File: config.mk
export PLATFORM = sky130hd
export DESIGN_NAME = pipelined_barrel_shifter
export DESIGN_NICKNAME = d
export VERILOG_FILES = /design/src/rtl/pipelined_barrel_shifter.sv
export SDC_FILE = /design/constraint.sdc
export NUM_CORES = 1
export LEC_CHECK = 0
export CORE_AREA = 5 5 106 108
export DETAILED_ROUTE_END_ITERATION = 6
export DIE_AREA = 0 0 111 113
export SYNTH_ARGS = -nofsm -noshare
export SYNTH_HDL_FRONTEND = slang
export SYNTH_SLANG_ARGS = --single-unit
export TNS_END_PERCENT = 50
File: constraint.sdc
create_clock -name clk -period 3.45 [get_ports clk]
set_input_delay 0.8625 -clock clk [delete_from_list [all_inputs] [get_ports clk]]
set_output_delay 0.8625 -clock clk [all_outputs]
set_load 0.05 [all_outputs]
File: src/rtl/pipelined_barrel_shifter.sv
`default_nettype none
// +----------------------------------------------------------------------------+
// | pipelined_barrel_shifter                                                   |
// | Shift/rotate WIDTH-bit words, one log2 stage per clock, valid/ready flow.  |
// | Revision: 1.0                                                              |
// +----------------------------------------------------------------------------+
module pipelined_barrel_shifter #(
  parameter int WIDTH = 16
) (
  input  logic                       clk,
  input  logic                       rst_n,
  input  logic                       in_valid,
  output logic                       in_ready,
  input  logic [WIDTH-1:0]           in_data,
  input  logic [$clog2(WIDTH)-1:0]   in_shift,
  input  logic                       in_dir,
  input  logic [1:0]                 in_mode,
  output logic                       out_valid,
  input  logic                       out_ready,
  output logic [WIDTH-1:0]           out_data,
  output logic                       out_zero
);

  localparam int SHAMT_W = $clog2(WIDTH);
  localparam logic [1:0] c_mode_arith  = 2'b01;
  localparam logic [1:0] c_mode_rotate = 2'b10;

  logic [WIDTH-1:0]   r_data  [SHAMT_W];
  logic [SHAMT_W-1:0] r_shift [SHAMT_W];
  logic [1:0]         r_mode  [SHAMT_W];
  logic [SHAMT_W-1:0] r_valid;
  logic [SHAMT_W-1:0] r_dir;
  logic [SHAMT_W-1:0] r_sign;
  logic               r_zero;

  logic [WIDTH-1:0]   w_prev_data  [SHAMT_W];
  logic [SHAMT_W-1:0] w_prev_shift [SHAMT_W];
  logic [1:0]         w_prev_mode  [SHAMT_W];
  logic [SHAMT_W-1:0] w_prev_valid;
  logic [SHAMT_W-1:0] w_prev_dir;
  logic [SHAMT_W-1:0] w_prev_sign;
  logic [WIDTH-1:0]   w_res        [SHAMT_W];
  logic               w_advance;

  // Fixed-distance step; the sign travels with the operand so that
  // arithmetic fill always uses the original MSB, not the partial result.
  function automatic logic [WIDTH-1:0] step(input logic [WIDTH-1:0] v,
                                            input int unsigned      d,
                                            input logic             dir,
                                            input logic [1:0]       mode,
                                            input logic             sign);
    logic [WIDTH-1:0] fill;
    fill = (dir && mode == c_mode_arith && sign) ? ~({WIDTH{1'b1}} >> d) : '0;
    if (mode == c_mode_rotate)
      step = dir ? ((v >> d) | (v << (WIDTH - d))) : ((v << d) | (v >> (WIDTH - d)));
    else
      step = dir ? ((v >> d) | fill) : (v << d);
  endfunction

  assign w_advance = !r_valid[SHAMT_W-1] || out_ready;
  assign in_ready  = w_advance && rst_n;
  assign out_valid = r_valid[SHAMT_W-1];
  assign out_data  = r_data[SHAMT_W-1];
  assign out_zero  = r_zero;

  always_comb begin
    w_prev_data  = '{default: '0};
    w_prev_shift = '{default: '0};
    w_prev_mode  = '{default: '0};
    w_res        = '{default: '0};
    w_prev_valid = '0;
    w_prev_dir   = '0;
    w_prev_sign  = '0;
    w_prev_data[0]  = in_data;
    w_prev_shift[0] = in_shift;
    w_prev_mode[0]  = in_mode;
    w_prev_valid[0] = in_valid;
    w_prev_dir[0]   = in_dir;
    w_prev_sign[0]  = in_data[WIDTH-1];
    for (int k = 1; k < SHAMT_W; k++) begin
      w_prev_data[k]  = r_data[k-1];
      w_prev_shift[k] = r_shift[k-1];
      w_prev_mode[k]  = r_mode[k-1];
      w_prev_valid[k] = r_valid[k-1];
      w_prev_dir[k]   = r_dir[k-1];
      w_prev_sign[k]  = r_sign[k-1];
    end
    for (int k = 0; k < SHAMT_W; k++) begin
      w_res[k] = w_prev_shift[k][k]
               ? step(w_prev_data[k], 32'd1 << k, w_prev_dir[k], w_prev_mode[k], w_prev_sign[k])
               : w_prev_data[k];
    end
  end

  always_ff @(posedge clk) begin
    if (!rst_n) begin
      r_valid <= '0;
      r_dir   <= '0;
      r_sign  <= '0;
      r_zero  <= 1'b0;
      for (int k = 0; k < SHAMT_W; k++) begin
        r_data[k]  <= '0;
        r_shift[k] <= '0;
        r_mode[k]  <= '0;
      end
    end else if (w_advance) begin
      r_valid <= w_prev_valid;
      r_dir   <= w_prev_dir;
      r_sign  <= w_prev_sign;
      r_zero  <= (w_res[SHAMT_W-1] == '0);
      for (int k = 0; k < SHAMT_W; k++) begin
        r_data[k]  <= w_res[k];
        r_shift[k] <= w_prev_shift[k];
        r_mode[k]  <= w_prev_mode[k];
      end
    end
  end

endmodule
`default_nettype wire

==> implementation parameters <==
Parameter                              Value

Status
  Result of the run    complete, no violations

Die
  Width of the chip    111 um
  Starting Density    43.90%
  Number of primary I/O pins    46
  Row Count    37
  Floorplan die area    0.01254 mm^2
  Core Region    0.01014 mm^2
  Die height    113 um

Global routing
  Remaining global-route overflow    0
  Largest net degree at the start of global routing    52
  Number of global-route vias before repair    3,096
  First-pass GRT wire length    14,120 um
  Global-route total usage across every layer    13.72%
  Antenna violations before repair    0

Clock network
  Number of levels the H-tree was split into    3
  Setup Buffers After CTS    0
  Clock slew seen by the registers of the worst setup and hold paths    0.08 ns
  Root Buffer Master    sky130_fd_sc_hd__clkbuf_8
  Cts hold-fix bufs    0
  Clock latency on the worst-skew pair    0.34 ns
  Number of buffers inserted during clock tree synthesis    9
  # clock sinks    87
  Clock tree from TritonCTS    yes
  Clk buf depth    2
  Gates resized, CTS repair    0

Placed design
  Number of instances in the placed design    561
  RD Place Congestion    0.8585
  PortBufs    45
  DPL Wire Length    6001 um

Yosys
  Number of distinct library cells after synthesis    37
  Flip-flop cell with the highest count after synthesis    sky130_fd_sc_hd__edfxtp_1
  Syn Std Cell Area    0.004451 mm^2
  Yosys warning count    0
  Sequential share of the synthesized area    56.23%
  Post-synth EDFFs    76
  Biggest area consumer among synthesized cells    sky130_fd_sc_hd__edfxtp_1
  Post-synth net total    444
  Most area-consuming cells after synthesis    sky130_fd_sc_hd__edfxtp_1, sky130_fd_sc_hd__mux2i_1, sky130_fd_sc_hd__a211oi_1, sky130_fd_sc_hd__dfxtp_1, sky130_fd_sc_hd__nor2_1
  Async set-or-reset flop fraction in the synthesized netlist    0%
  Synthesis-stage register bit count    87
  Share of Yosys cell area claimed by the top area cell type    51.28%
  Average instance area after synthesis    10.67 um^2
  Post-synthesis instance total    417

Setup path
  Required time reported for the critical path endpoint    2.59 ns
  Worst EP arrival    1.78 ns
  Crit Path Max Fanout    2
  Worst-case register-to-register setup slack    1.56 ns
  Cell type of the slowest stage on the worst timing path    sky130_fd_sc_hd__clkdlybuf4s50_1
  Type of element capturing the critical path    output port
  Setup CP Type    input port to output port
  Worst-path cell chain    clkdlybuf4s50_1 -> nand2b_1 -> nand2_1 -> inv_2 -> buf_12
  Startpoint kind of the worst setup timing path    input port
  Slowest Stage Delay on Critical Path    0.44 ns

Route
  DRC violation count after routing    0
  Initial DRT Pass Iterations    6
  Drt via density    5.355
  Routed vias    3,090
  Routed WL    8206 um
  Wire length per cell after detailed routing    14.22 um
  Detailed Route Iter0 Violations    104
  Count of antenna-violating nets left after detailed routing    0

Final layout
  Nets    463
  Antenna cell count    0
  Non-filler cells in the finished layout    577
  Count of fill cells added during filler insertion    904
  Fraction of layout cells with a size suffix above 1    6.349%
  Synthesis-to-layout area growth    14.45%
  Utilization after layout    50.24%

Timing
  Setup tns final    0 ns
  Worst Hold Slack    0.4609 ns
  Number of pins exceeding their max-slew limit in the final report    0
  Slew @ Worst Pin    1.001 ns
  Post-layout minimum cycle time    2.640 ns
  Hold violation count in the final report    0
  Post-Route Skew    0.009968 ns
  Max Clock Freq    0.3787 GHz
  Crit share post-route    76.53%
  RSZ-0062 raised after global routing    no
  # setup viols final    0
  Worst slew margin relative to its limit    33.16%

Pwr
  Static Leak    0.001879 uW
  Worst-case vdd ir drop    0.2248 mV
  Power density over the cells    438.7 mW/mm^2
  Sum of internal, switching and leakage power    2235 uW

Job
  Max capacitance violation total    0

Hold path
  Worst hold-check path type    flop to flop
cell usage after synthesis, types with 2 or more instances:
cell type / n
sky130_fd_sc_hd__a31oi_1: 2
sky130_fd_sc_hd__nor2b_1: 2
sky130_fd_sc_hd__a211oi_1: 35
sky130_fd_sc_hd__o21ai_1: 2
sky130_fd_sc_hd__inv_1: 2
sky130_fd_sc_hd__a22o_1: 8
sky130_fd_sc_hd__nand2_1: 31
sky130_fd_sc_hd__nand4b_1: 2
sky130_fd_sc_hd__buf_4: 16
sky130_fd_sc_hd__inv_2: 2
sky130_fd_sc_hd__a21boi_0: 2
sky130_fd_sc_hd__a21oi_1: 23
sky130_fd_sc_hd__nor2_1: 54
sky130_fd_sc_hd__and2_1: 2
sky130_fd_sc_hd__clkbuf_1: 26
sky130_fd_sc_hd__dfxtp_1: 11
sky130_fd_sc_hd__o211ai_1: 6
sky130_fd_sc_hd__and3_1: 12
sky130_fd_sc_hd__buf_2: 3
sky130_fd_sc_hd__or4_1: 3
sky130_fd_sc_hd__mux2i_1: 35
sky130_fd_sc_hd__nand4_1: 2
sky130_fd_sc_hd__edfxtp_1: 76
sky130_fd_sc_hd__nand3_1: 9
sky130_fd_sc_hd__nand2b_1: 10
sky130_fd_sc_hd__o21ai_0: 28
sky130_fd_sc_hd__nand3b_1: 3
metrics by stage:
| stage | instance area, um^2 | worst slack (ns) |
|---|---|---|
| 3_3_place_gp | 4912 | 0.8048 |
| 5_1_grt | 5094 | 0.7522 |
| 3_5_place_dp | 4912 | 0.7652 |
| 2_1_floorplan | 4451 | 0.7446 |
| 4_1_cts | 5094 | 0.7997 |
| 6_report | 5094 | 0.8096 |
cell type report:
cell class	count	area, um^2	area share [%]
Clock buffer	12	156.4	3.070
Timing Repair Buffer	54	528.0	10.37
Sequential cell	87	2502	49.13
Tap cell	136	170.2	3.341
Clock inverter	4	25.02	0.4913
Inverter	4	15.01	0.2948
Multi-Input combinational cell	280	1697	33.31
routing by layer:
layer	GRT usage, %	vias up	wire (um)
met5	0	-	0
met4	7.143	0	183
met3	2.299	16	287
met2	24.84	78	4330
met1	15.58	1411	3405
li1	-	1585	-
flip-flops by register name, indices dropped and copies added, names as in the netlist:
register / count
r_mode: 6
r_shift: 6
r_data: 64
r_valid: 4
r_sign: 3
r_dir: 3
out_zero: 1
final timing paths:
check / end / cells past startpoint / startpoint
worst max-delay path: in_ready / 5 / out_ready
worst min-delay path: r_valid[3] / 2 / r_valid[2]
worst max register to register: out_zero / 5 / r_data[0][44]
worst min register to register: r_valid[3] / 2 / r_valid[2]
cell usage in the layout, fill, tap and decap left out, drive strengths merged, types with 9 or more instances in the layout:
cell type	instances
dfxtp	11
buf	10
a211oi	35
nand2	31
clkbuf	12
o21ai	31
nor2	54
nand2b	10
nand3	9
clkdlybuf4s50	44
mux2i	35
a21oi	23
edfxtp	76
and3	12
worst max-delay path: cells and delay by family:
family / cells / cell delay, ns
and+or+nand+nor: 2 / 0.21
buffers and inverters: 3 / 0.69
cell families (layout without fill, tap and decap cells):
| family | after synthesis | count (layout) | synth area share (%) |
|---|---|---|---|
| AOI/OAI and AO/OA | 112 | 112 | 16.25 |
| buffers and inverters | 50 | 74 | 5.651 |
| DFF | 87 | 87 | 56.23 |
| muxes | 35 | 35 | 7.872 |
| and+or+nand+nor | 133 | 133 | 14.00 |
report_power, final:
part | internal [uW] | switching (uW) | total [uW] | leakage, uW
Combinational | 135 | 161 | 296 | 0.000794
Clock | 308 | 335 | 643 | 0.0000972
Sequential | 1220 | 75.0 | 1300 | 0.000988
(Power assumes the default switching activity.)
